File: src/rtl/aste_mover.sv
// aste_mover: fetches asteroid spawn words from the spawn-table ROM in
// round-robin order and steps the asteroid across the grid on each tick.
module aste_mover #(
  parameter int NUM_ENTRIES = 4,
  parameter int GRID_MAX    = 14
) (
  input  logic       clk,
  input  logic       reset,
  input  logic       spawn,
  input  logic       tick,
  input  logic       destroy,
  input  logic [9:0] rom_q,
  output logic [3:0] rom_addr,
  output logic [3:0] aste_x,
  output logic [3:0] aste_y,
  output logic [1:0] aste_dir,
  output logic       active,
  output logic       done
);

  localparam logic [3:0] GRID_HI  = 4'(GRID_MAX);
  localparam logic [3:0] LAST_IDX = 4'(NUM_ENTRIES - 1);

  typedef enum logic [1:0] {
    IDLE  = 2'd0,
    FETCH = 2'd1,
    LOAD  = 2'd2,
    MOVE  = 2'd3
  } state_t;

  state_t     state, state_next;
  logic [3:0] idx, idx_next;
  logic [3:0] x_next, y_next;
  logic [1:0] dir_next;
  logic       done_next;
  logic       at_edge;
  logic [3:0] idx_adv;

  // The ROM registers the address itself, so the index drives it directly.
  assign rom_addr = idx;
  assign active   = (state == MOVE);
  assign idx_adv  = (idx == LAST_IDX) ? 4'd0 : idx + 4'd1;

  // Flag when the coordinate that moves in the current direction sits on its edge.
  always_comb begin
    at_edge = 1'b0;
    case (aste_dir)
      2'b00:   at_edge = (aste_x == GRID_HI);
      2'b01:   at_edge = (aste_x == 4'd0);
      2'b10:   at_edge = (aste_y == GRID_HI);
      default: at_edge = (aste_y == 4'd0);
    endcase
  end

  // Next-state, coordinate and done logic; everything holds unless a case changes it.
  always_comb begin
    state_next = state;
    idx_next   = idx;
    x_next     = aste_x;
    y_next     = aste_y;
    dir_next   = aste_dir;
    done_next  = 1'b0;
    case (state)
      IDLE: begin
        if (spawn) state_next = FETCH;
      end
      FETCH: begin
        state_next = LOAD;
      end
      LOAD: begin
        x_next     = rom_q[9:6];
        y_next     = rom_q[5:2];
        dir_next   = rom_q[1:0];
        state_next = MOVE;
      end
      MOVE: begin
        if (destroy) begin
          state_next = IDLE;
          idx_next   = idx_adv;
        end else if (tick && at_edge) begin
          state_next = IDLE;
          idx_next   = idx_adv;
          done_next  = 1'b1;
        end else if (tick) begin
          case (aste_dir)
            2'b00:   x_next = aste_x + 4'd1;
            2'b01:   x_next = aste_x - 4'd1;
            2'b10:   y_next = aste_y + 4'd1;
            default: y_next = aste_y - 4'd1;
          endcase
        end
      end
      default: state_next = IDLE;
    endcase
  end

  // State, index, coordinates and the done pulse all update on the clock edge.
  always_ff @(posedge clk or posedge reset) begin
    if (reset) begin
      state    <= IDLE;
      idx      <= 4'd0;
      aste_x   <= 4'd0;
      aste_y   <= 4'd0;
      aste_dir <= 2'b00;
      done     <= 1'b0;
    end else begin
      state    <= state_next;
      idx      <= idx_next;
      aste_x   <= x_next;
      aste_y   <= y_next;
      aste_dir <= dir_next;
      done     <= done_next;
    end
  end

endmodule

File: config.mk
export PLATFORM = sky130hd
export DESIGN_NAME = aste_mover
export DESIGN_NICKNAME = d
export VERILOG_FILES = /design/src/rtl/aste_mover.sv
export SDC_FILE = /design/constraint.sdc
export NUM_CORES = 1
export LEC_CHECK = 0
export ABC_AREA = 0
export ABC_CLOCK_PERIOD_IN_PS = 3700
export CAP_MARGIN = 15
export CORE_ASPECT_RATIO = 1.5
export CORE_MARGIN = 2
export CORE_UTILIZATION = 30
export CTS_BUF_LIST = sky130_fd_sc_hd__clkbuf_4
export DETAILED_ROUTE_END_ITERATION = 7
export SYNTH_ARGS = -nofsm -noshare
export SYNTH_HDL_FRONTEND = slang
export SYNTH_SLANG_ARGS = --single-unit
File: constraint.sdc
create_clock -name clk -period 3.7 [get_ports clk]
set_input_delay 0.555 -clock clk [delete_from_list [all_inputs] [get_ports clk]]
set_output_delay 0.555 -clock clk [all_outputs]
set_load 0.01 [all_outputs]
==> impl_metrics.sql, run 1 <==
INSERT INTO impl_metrics (metric_group, metric, value, unit) VALUES
('run_status', 'outcome', 'finished, final reports clean', ''),
('synth', 'synth-warning-count', '0', ''),
('synth', 'synthesis.area', '1180', 'um^2'),
('detailed_routing', 'first_pass_iters', '4', ''),
('setup_path', 'worstSetupEndpointType', 'primary output', ''),
('worst_hold_path', 'holdCritPathClass', 'reg -> reg', ''),
('sta', 'grt_setup_unrepaired', 'false', ''),
('floorplan', 'core_region_area', '3720', 'um^2'),
('final_layout', 'drive_gt1_share', '10.1', '%'),
('clock_tree', 'cts.path.max_buffers', '2', ''),
('detailed_routing', 'drt_iter0_markers', '23', ''),
('sta', 'layout_min_cycle_time', '2.55', 'ns'),
('setup_path', 'timing.critical_path.slowest_cell_delay', '0.67', 'ns'),
('floorplan', 'initial_utilization', '31.8', '%'),
('synth', 'synth_top_family_by_area', 'compound AO/OA/AOI/OAI gates', ''),
('synth', 'part_of_the_yosys_area_used_for_sequential_elements', '36.0', '%'),
('synth', 'synthXorXnorAreaFrac', '3.71', '%'),
('sta', 'final_setup_skew', '0.00187', 'ns'),
('setup_path', 'crit_arrival', '2.00', 'ns'),
('synth', 'syn_nets', '141', ''),
('synth', 'synth_edf_count', '0', ''),
('sta', 'totalNegativeSetupSlack', '0', 'ns'),
('floorplan', 'floorplan.die_area', '4470', 'um^2'),
('setup_path', 'timing.rr.start', 'state[1]', ''),
('clock_tree', 'cts_root_buffer', 'clkbuf_4', ''),
('final_layout', 'fin_area', '1560', 'um^2'),
('final_layout', 'area.growth.synth_to_final', '32.1', '%'),
('clock_tree', 'cts_buffers', '3', ''),
('setup_path', 'critical_path.cell_chain', 'ha_1 -> clkdlybuf4s50_1', ''),
('global_routing', 'grt_first_pass_wirelength', '4.69', 'mm'),
('power', 'pwr-share-clk', '8.0', '%'),
('global_routing', 'antenna_violations_before_repair', '0', ''),
('detailed_routing', 'wire_per_inst', '14.1', 'um'),
('power', 'leakagePower', '0.666', 'nW'),
('setup_path', 'reg2reg_to', 'aste_y[2]', ''),
('sta', 'max_slew.worst_pin.slew', '0.694', 'ns'),
('place', 'place_area', '1530', 'um^2'),
('synth', 'synth_async_sr_flop_share', '100', '%'),
('clock_tree', 'cts_repair_resize_count', '0', ''),
('clock_tree', 'insertion_delay', '0.29', 'ns'),
('setup_path', 'rr_worst_depth', '5', ''),
('sta', 'finalMaxSlewViolations', '0', ''),
('place', 'final_weighted_congestion_in_routability_driven_placement', '0.746', ''),
('power', 'internal_power', '0.766', 'mW'),
('setup_path', 'startpoint_type', 'flop', ''),
('sta', 'max-slew-margin-rel', '53.7', '%'),
('sta', 'min_period_over_period', '69.0', '%'),
('synth', 'netlist-cell-type-count', '46', ''),
('setup_path', 'critPathRequiredTime', '3.14', 'ns'),
('power', 'netSwitchingPower', '0.587', 'mW'),
('clock_tree', 'cts.htree.levels', '1', ''),
('synth', 'synth.area.mux_share', '9.85', '%'),
('power', 'sequentialPowerShare', '28.3', '%'),
('power', 'vdd_ir_drop_max', '0.358', 'mV'),
('clock_tree', 'cts_sinks', '17', ''),
('power', 'power_density', '867', 'nW/um^2'),
('global_routing', 'pin_count_of_the_biggest_net_entering_global_routing', '19', ''),
('detailed_routing', 'remaining_drc_errors', '0', ''),
('detailed_routing', 'routed_via_density', '5.24', ''),
('floorplan', 'die_height', '80.9', 'um'),
('sta', 'max_clk_rate', '392', 'MHz'),
('detailed_routing', 'drt-total-wl', '2.72', 'mm'),
('floorplan', 'fp.dieW', '55.2', 'um'),
('synth', 'synth_cells', '116', ''),
('place', 'dp.final_hpwl', '2.08', 'mm'),
('clock_tree', 'path_clk_slew', '0.10', 'ns'),
('detailed_routing', 'antenna_left', '0', ''),
('final_layout', 'final_nets', '175', ''),
('power', 'power.combinational.fraction', '63.7', '%'),
('floorplan', 'io_pins', '31', ''),
('worst_hold_path', 'hold_path_depth', '1', '');
==> power by group through the flow <==
stage	Sequential [mW]	Combinational, mW	Clock, mW
after floorplan	0.386	0.577	0
after global placement	0.384	0.847	0
after detailed placement	0.388	0.865	0
after CTS	0.384	0.872	0.113
after global routing	0.402	0.969	0.121
final	0.382	0.862	0.108
==> sequential cells by signal, summed over array words and instances (netlist names) <==
signal	cells
aste_x	4
done	1
state	2
aste_dir	2
rom_addr	4
aste_y	4
==> layout by cell type, fill, tap and decap left out, types with 2 or more instances in the layout <==
master	count
nor2b_1	4
nor2_1	7
mux2i_1	3
clkbuf_4	4
o21ai_1	2
and2_1	2
mux2_1	3
nand2b_1	4
ha_1	8
mux2_2	2
and3_1	2
nand2_1	5
a21oi_1	9
mux2_4	2
xnor2_1	4
fa_1	2
clkdlybuf4s50_1	30
dfrtp_1	17
inv_1	11
==> worst min path at each step <==
stage                  end  slack [ns]   startpoint
2_1_floorplan  aste_dir[0]        0.48        reset
3_3_place_gp   rom_addr[3]        0.53  rom_addr[3]
3_5_place_dp   rom_addr[3]        0.53  rom_addr[3]
5_1_grt        rom_addr[3]        0.58  rom_addr[3]
6_report       rom_addr[3]        0.55  rom_addr[3]
4_1_cts        rom_addr[3]        0.56  rom_addr[3]
==> cells by family (layout without fill, tap and decap cells) <==
logic type	after synthesis	in the layout
AO/OA/AOI/OAI	31	31
XOR/XNOR	5	5
adder cells (fa/ha/maj)	10	10
buffers and inverters	13	46
flip-flops	17	17
multiplexers	10	10
AND/OR/NAND/NOR	30	30
==> Yosys cell counts, drive strengths merged, types with 2 or more instances <==
| library cell | n | area (um^2) |
|---|---|---|
| a21oi | 10 | 53.8 |
| and2 | 2 | 12.5 |
| and3 | 2 | 12.5 |
| dfrtp | 17 | 425 |
| fa | 2 | 40.0 |
| ha | 8 | 100 |
| inv | 11 | 41.3 |
| mux2 | 7 | 86.3 |
| mux2i | 3 | 30.0 |
| nand2 | 5 | 18.8 |
| nand2b | 4 | 25.0 |
| nor2 | 7 | 26.3 |
| nor2b | 4 | 25.0 |
| o211ai | 2 | 20.0 |
| o21ai | 4 | 23.8 |
| xnor2 | 4 | 35.0 |
==> layout make-up <==
class	count	area, um^2
tap	43	53.8
fill	378	2160
clock buffer	4	30.0
multi-input combinational	86	706
sequential	17	425
timing repair buffer	30	300
inverter	12	45.0
==> worst max-delay path, delay by kind of cell (launching register included) <==
family	cells	cell delay, ns
buffers and inverters	1	0.67
flip-flops	1	0.41
adder cells (fa/ha/maj)	1	0.62
==> metrics by stage <==
stage	power (mW)	worst slack (ns)	cells	util (%)
3_5_place_dp	1.25	1.31	188	41.2
2_1_floorplan	0.963	1.76	116	-
5_1_grt	1.49	1.02	192	42.0
3_3_place_gp	1.23	1.38	188	41.2
6_report	1.35	1.15	192	42.0
4_1_cts	1.37	1.14	192	42.0
==> layer usage <==
| layer | track usage [%] | up-vias | share of wire, % | routed length, um |
|---|---|---|---|---|
| met5 | 0 | - | 0 | 0 |
| met4 | 5.85 | 0 | 1.3 | 36 |
| met3 | 1.59 | 2 | 4.2 | 115 |
| met2 | 23.3 | 33 | 51 | 1390 |
| met1 | 15.6 | 487 | 43 | 1180 |
| li1 | - | 484 | - | - |
Note: power is estimated with default switching activity, not from simulation.
==> run 2, diff against run 1 <==
--- a/config.mk
+++ b/config.mk
@@ -6,7 +6,7 @@
 export NUM_CORES = 1
 export LEC_CHECK = 0
 export ABC_AREA = 0
-export ABC_CLOCK_PERIOD_IN_PS = 3700
+export ABC_CLOCK_PERIOD_IN_PS = 2300
 export CAP_MARGIN = 15
 export CORE_ASPECT_RATIO = 1.5
 export CORE_MARGIN = 2
==> constraint.sdc (replaced) <==
create_clock -name clk -period 2.3 [get_ports clk]
set_input_delay 0.345 -clock clk [delete_from_list [all_inputs] [get_ports clk]]
set_output_delay 0.345 -clock clk [all_outputs]
set_load 0.01 [all_outputs]
==> impl_metrics.sql, run 2 (same netlist as run 1, synthesis figures left out) <==
INSERT INTO impl_metrics (metric_group, metric, value, unit) VALUES
('final_layout', 'drive_gt1_share', '13.0', '%'),
('clock_tree', 'cts.path.max_buffers', '2', ''),
('clock_tree', 'cts_hold_buffers', '0', ''),
('sta', 'max_slew.worst_pin.slew', '0.684', 'ns'),
('clock_tree', 'cts_root_buffer', 'clkbuf_4', ''),
('clock_tree', 'cts_sinks', '17', ''),
('place', 'buffer_ports.inserted', '30', ''),
('clock_tree', 'cts_tree', 'yes', ''),
('setup_path', 'reg2reg_slack', '0.08', 'ns'),
('global_routing', 'antenna_violations_before_repair', '0', ''),
('clock_tree', 'insertion_delay', '0.29', 'ns'),
('sta', 'finalMaxSlewViolations', '0', ''),
('floorplan', 'io_pins', '31', ''),
('floorplan', 'fp.dieW', '55.2', 'um'),
('clock_tree', 'cts.htree.levels', '1', ''),
('floorplan', 'die_height', '80.9', 'um'),
('detailed_routing', 'drt-total-wl', '2.80', 'mm'),
('sta', 'grt_setup_unrepaired', 'false', ''),
('setup_path', 'critPathRequiredTime', '2.50', 'ns'),
('setup_path', 'timing.rr.start', 'aste_dir[0]', ''),
('global_routing', 'pin_count_of_the_biggest_net_entering_global_routing', '18', ''),
('sta', 'layout_min_cycle_time', '2.22', 'ns'),
('sta', 'min_period_over_period', '96.5', '%'),
('final_layout', 'most_common_cell_after_layout_fill_and_taps_aside', 'clkdlybuf4s50_1', ''),
('sta', 'max-slew-margin-rel', '54.4', '%'),
('setup_path', 'timing.critical_path.slowest_stage_cell', 'dfrtp_1', ''),
('detailed_routing', 'first_pass_iters', '4', ''),
('setup_path', 'cp_delay_by_family_top', 'compound AO/OA/AOI/OAI gates', ''),
('final_layout', 'antennaDiodeCount', '0', ''),
('setup_path', 'rr_worst_depth', '8', ''),
('global_routing', 'groute.usage.overall', '13.1', '%'),
('final_layout', 'layout_common_cells', 'clkdlybuf4s50_1, dfrtp_1, inv_1', ''),
('setup_path', 'worst_path_most_repeated_cell', 'a21oi_1', ''),
('setup_path', 'cp_max_fo', '8', ''),
('detailed_routing', 'routed-via-count', '999', ''),
('floorplan', 'floorplan.die_area', '4470', 'um^2'),
('sta', 'timing.final.setup_violations', '0', ''),
('setup_path', 'worst_setup_path_startpoint', 'aste_dir[0]', ''),
('setup_path', 'critical_path.cell_chain', 'nand2b_1 -> clkinv_1 -> ha_1 -> a21oi_1 -> a21oi_1 -> o41ai_1 -> mux2i_1 -> o31ai_1', ''),
('final_layout', 'fillCellCount', '391', ''),
('global_routing', 'grt_first_pass_wirelength', '4.73', 'mm'),
('detailed_routing', 'wire_per_inst', '14.2', 'um'),
('setup_path', 'reg2reg_to', 'aste_x[3]', ''),
('detailed_routing', 'antenna_left', '0', ''),
('global_routing', 'globalRouteOverflowTotal', '0', ''),
('final_layout', 'area.growth.synth_to_final', '35.3', '%'),
('power', 'power_density', '1420', 'nW/um^2'),
('floorplan', 'core.rowCount', '27', ''),
('final_layout', 'final_nets', '180', ''),
('sta', 'timing.final.hold_violations', '0', ''),
('clock_tree', 'cts_buffers', '3', ''),
('setup_path', 'timing.critical_path.slowest_cell_delay', '0.48', 'ns'),
('place', 'dp.final_hpwl', '2.22', 'mm'),
('clock_tree', 'post-cts-setup-buffers', '0', ''),
('global_routing', 'first_global_vias', '1066', ''),
('setup_path', 'worstSetupEndpointType', 'flop', ''),
('run_status', 'outcome', 'finished, final reports clean', ''),
('job', 'maxCapViolations', '0', ''),
('sta', 'totalNegativeSetupSlack', '0', 'ns'),
('floorplan', 'core_region_area', '3720', 'um^2'),
('detailed_routing', 'drt_iter0_markers', '17', ''),
('detailed_routing', 'remaining_drc_errors', '0', ''),
('sta', 'final_setup_skew', '0.00448', 'ns'),
('power', 'leakagePower', '0.691', 'nW'),
('setup_path', 'worst-path-buf-inv', '1', ''),
('worst_hold_path', 'holdCritPathClass', 'in -> async', ''),
('place', 'final_weighted_congestion_in_routability_driven_placement', '0.774', ''),
('setup_path', 'startpoint_type', 'flop', ''),
('setup_path', 'crit_arrival', '2.42', 'ns'),
('clock_tree', 'path_clk_slew', '0.10', 'ns'),
('floorplan', 'initial_utilization', '31.8', '%'),
('power', 'report.power.total', '2.26', 'mW'),
('power', 'vdd_ir_drop_max', '0.588', 'mV'),
('setup_path', 'timing.setup.critical_path_class', 'reg -> reg', ''),
('sta', 'max_clk_rate', '451', 'MHz'),
('detailed_routing', 'routed_via_density', '5.07', ''),
('clock_tree', 'cts_repair_resize_count', '0', ''),
('setup_path', 'worst-path-stages', '8', ''),
('setup_path', 'critical_path.endpoint', 'aste_x[3]', '');
[run 2: changes by cell type in the layout (fill, tap and decap cells not counted)]
cell,change
buf_4,+5
[run 2: final cells by class]
type	count	area, um^2	share of cell area (%)
Timing Repair Buffer	35	338	21.1
Multi-Input combinational cell	86	706	44.2
Sequential cell	17	425	26.6
Inverter	12	45.0	2.82
Tap cell	43	53.8	3.37
Clock buffer	4	30.0	1.88
[run 2: how the worst min path moves through the flow]
stage,to,slack [ns],cells past startpoint
global placement,rom_addr[3],0.52,1
CTS,rom_addr[1],0.46,2
detailed placement,rom_addr[3],0.51,1
finish,rom_addr[1],0.44,2
global route,rom_addr[2],0.52,2
floorplan,aste_dir[0],0.27,1
[run 2: worst reg2reg max path: stages, from the launching register on]
cell	delay (ns)
dfrtp_1	0.48
nand2b_1	0.22
clkinv_1	0.18
ha_1	0.36
a21oi_1	0.22
a21oi_1	0.10
o41ai_1	0.38
mux2i_1	0.14
o31ai_1	0.08
[run 2: layer usage]
layer / share of wire [%] / GRT usage (%) / vias to the layer above
met3: 4.1 / 1.75 / 2
met2: 54 / 24.9 / 24
li1: - / - / 492
met1: 41 / 14.5 / 481
met5: 0 / 0 / -
met4: 0.68 / 5.37 / 0
[run 2: metrics by stage]
stage | std cells | hold WS, ns | setup WS (ns) | instance area (um^2) | util (%)
floorplan | 116 | 0.271 | 0.364 | 1180 | -
global placement | 193 | 0.523 | 0.143 | 1570 | 42.2
detailed placement | 193 | 0.510 | 0.135 | 1570 | 42.2
CTS | 197 | 0.461 | 0.0953 | 1600 | 43.0
global route | 197 | 0.520 | 0.0166 | 1600 | 43.0
finish | 197 | 0.444 | 0.0806 | 1600 | 43.0
[run 2: power breakdown]
part / leakage (nW) / switching, mW / total [mW] / internal (mW)
Clock: 0.0184 / 0.0962 / 0.175 / 0.0792
Sequential: 0.202 / 0.166 / 0.595 / 0.429
Combinational: 0.471 / 0.718 / 1.49 / 0.776
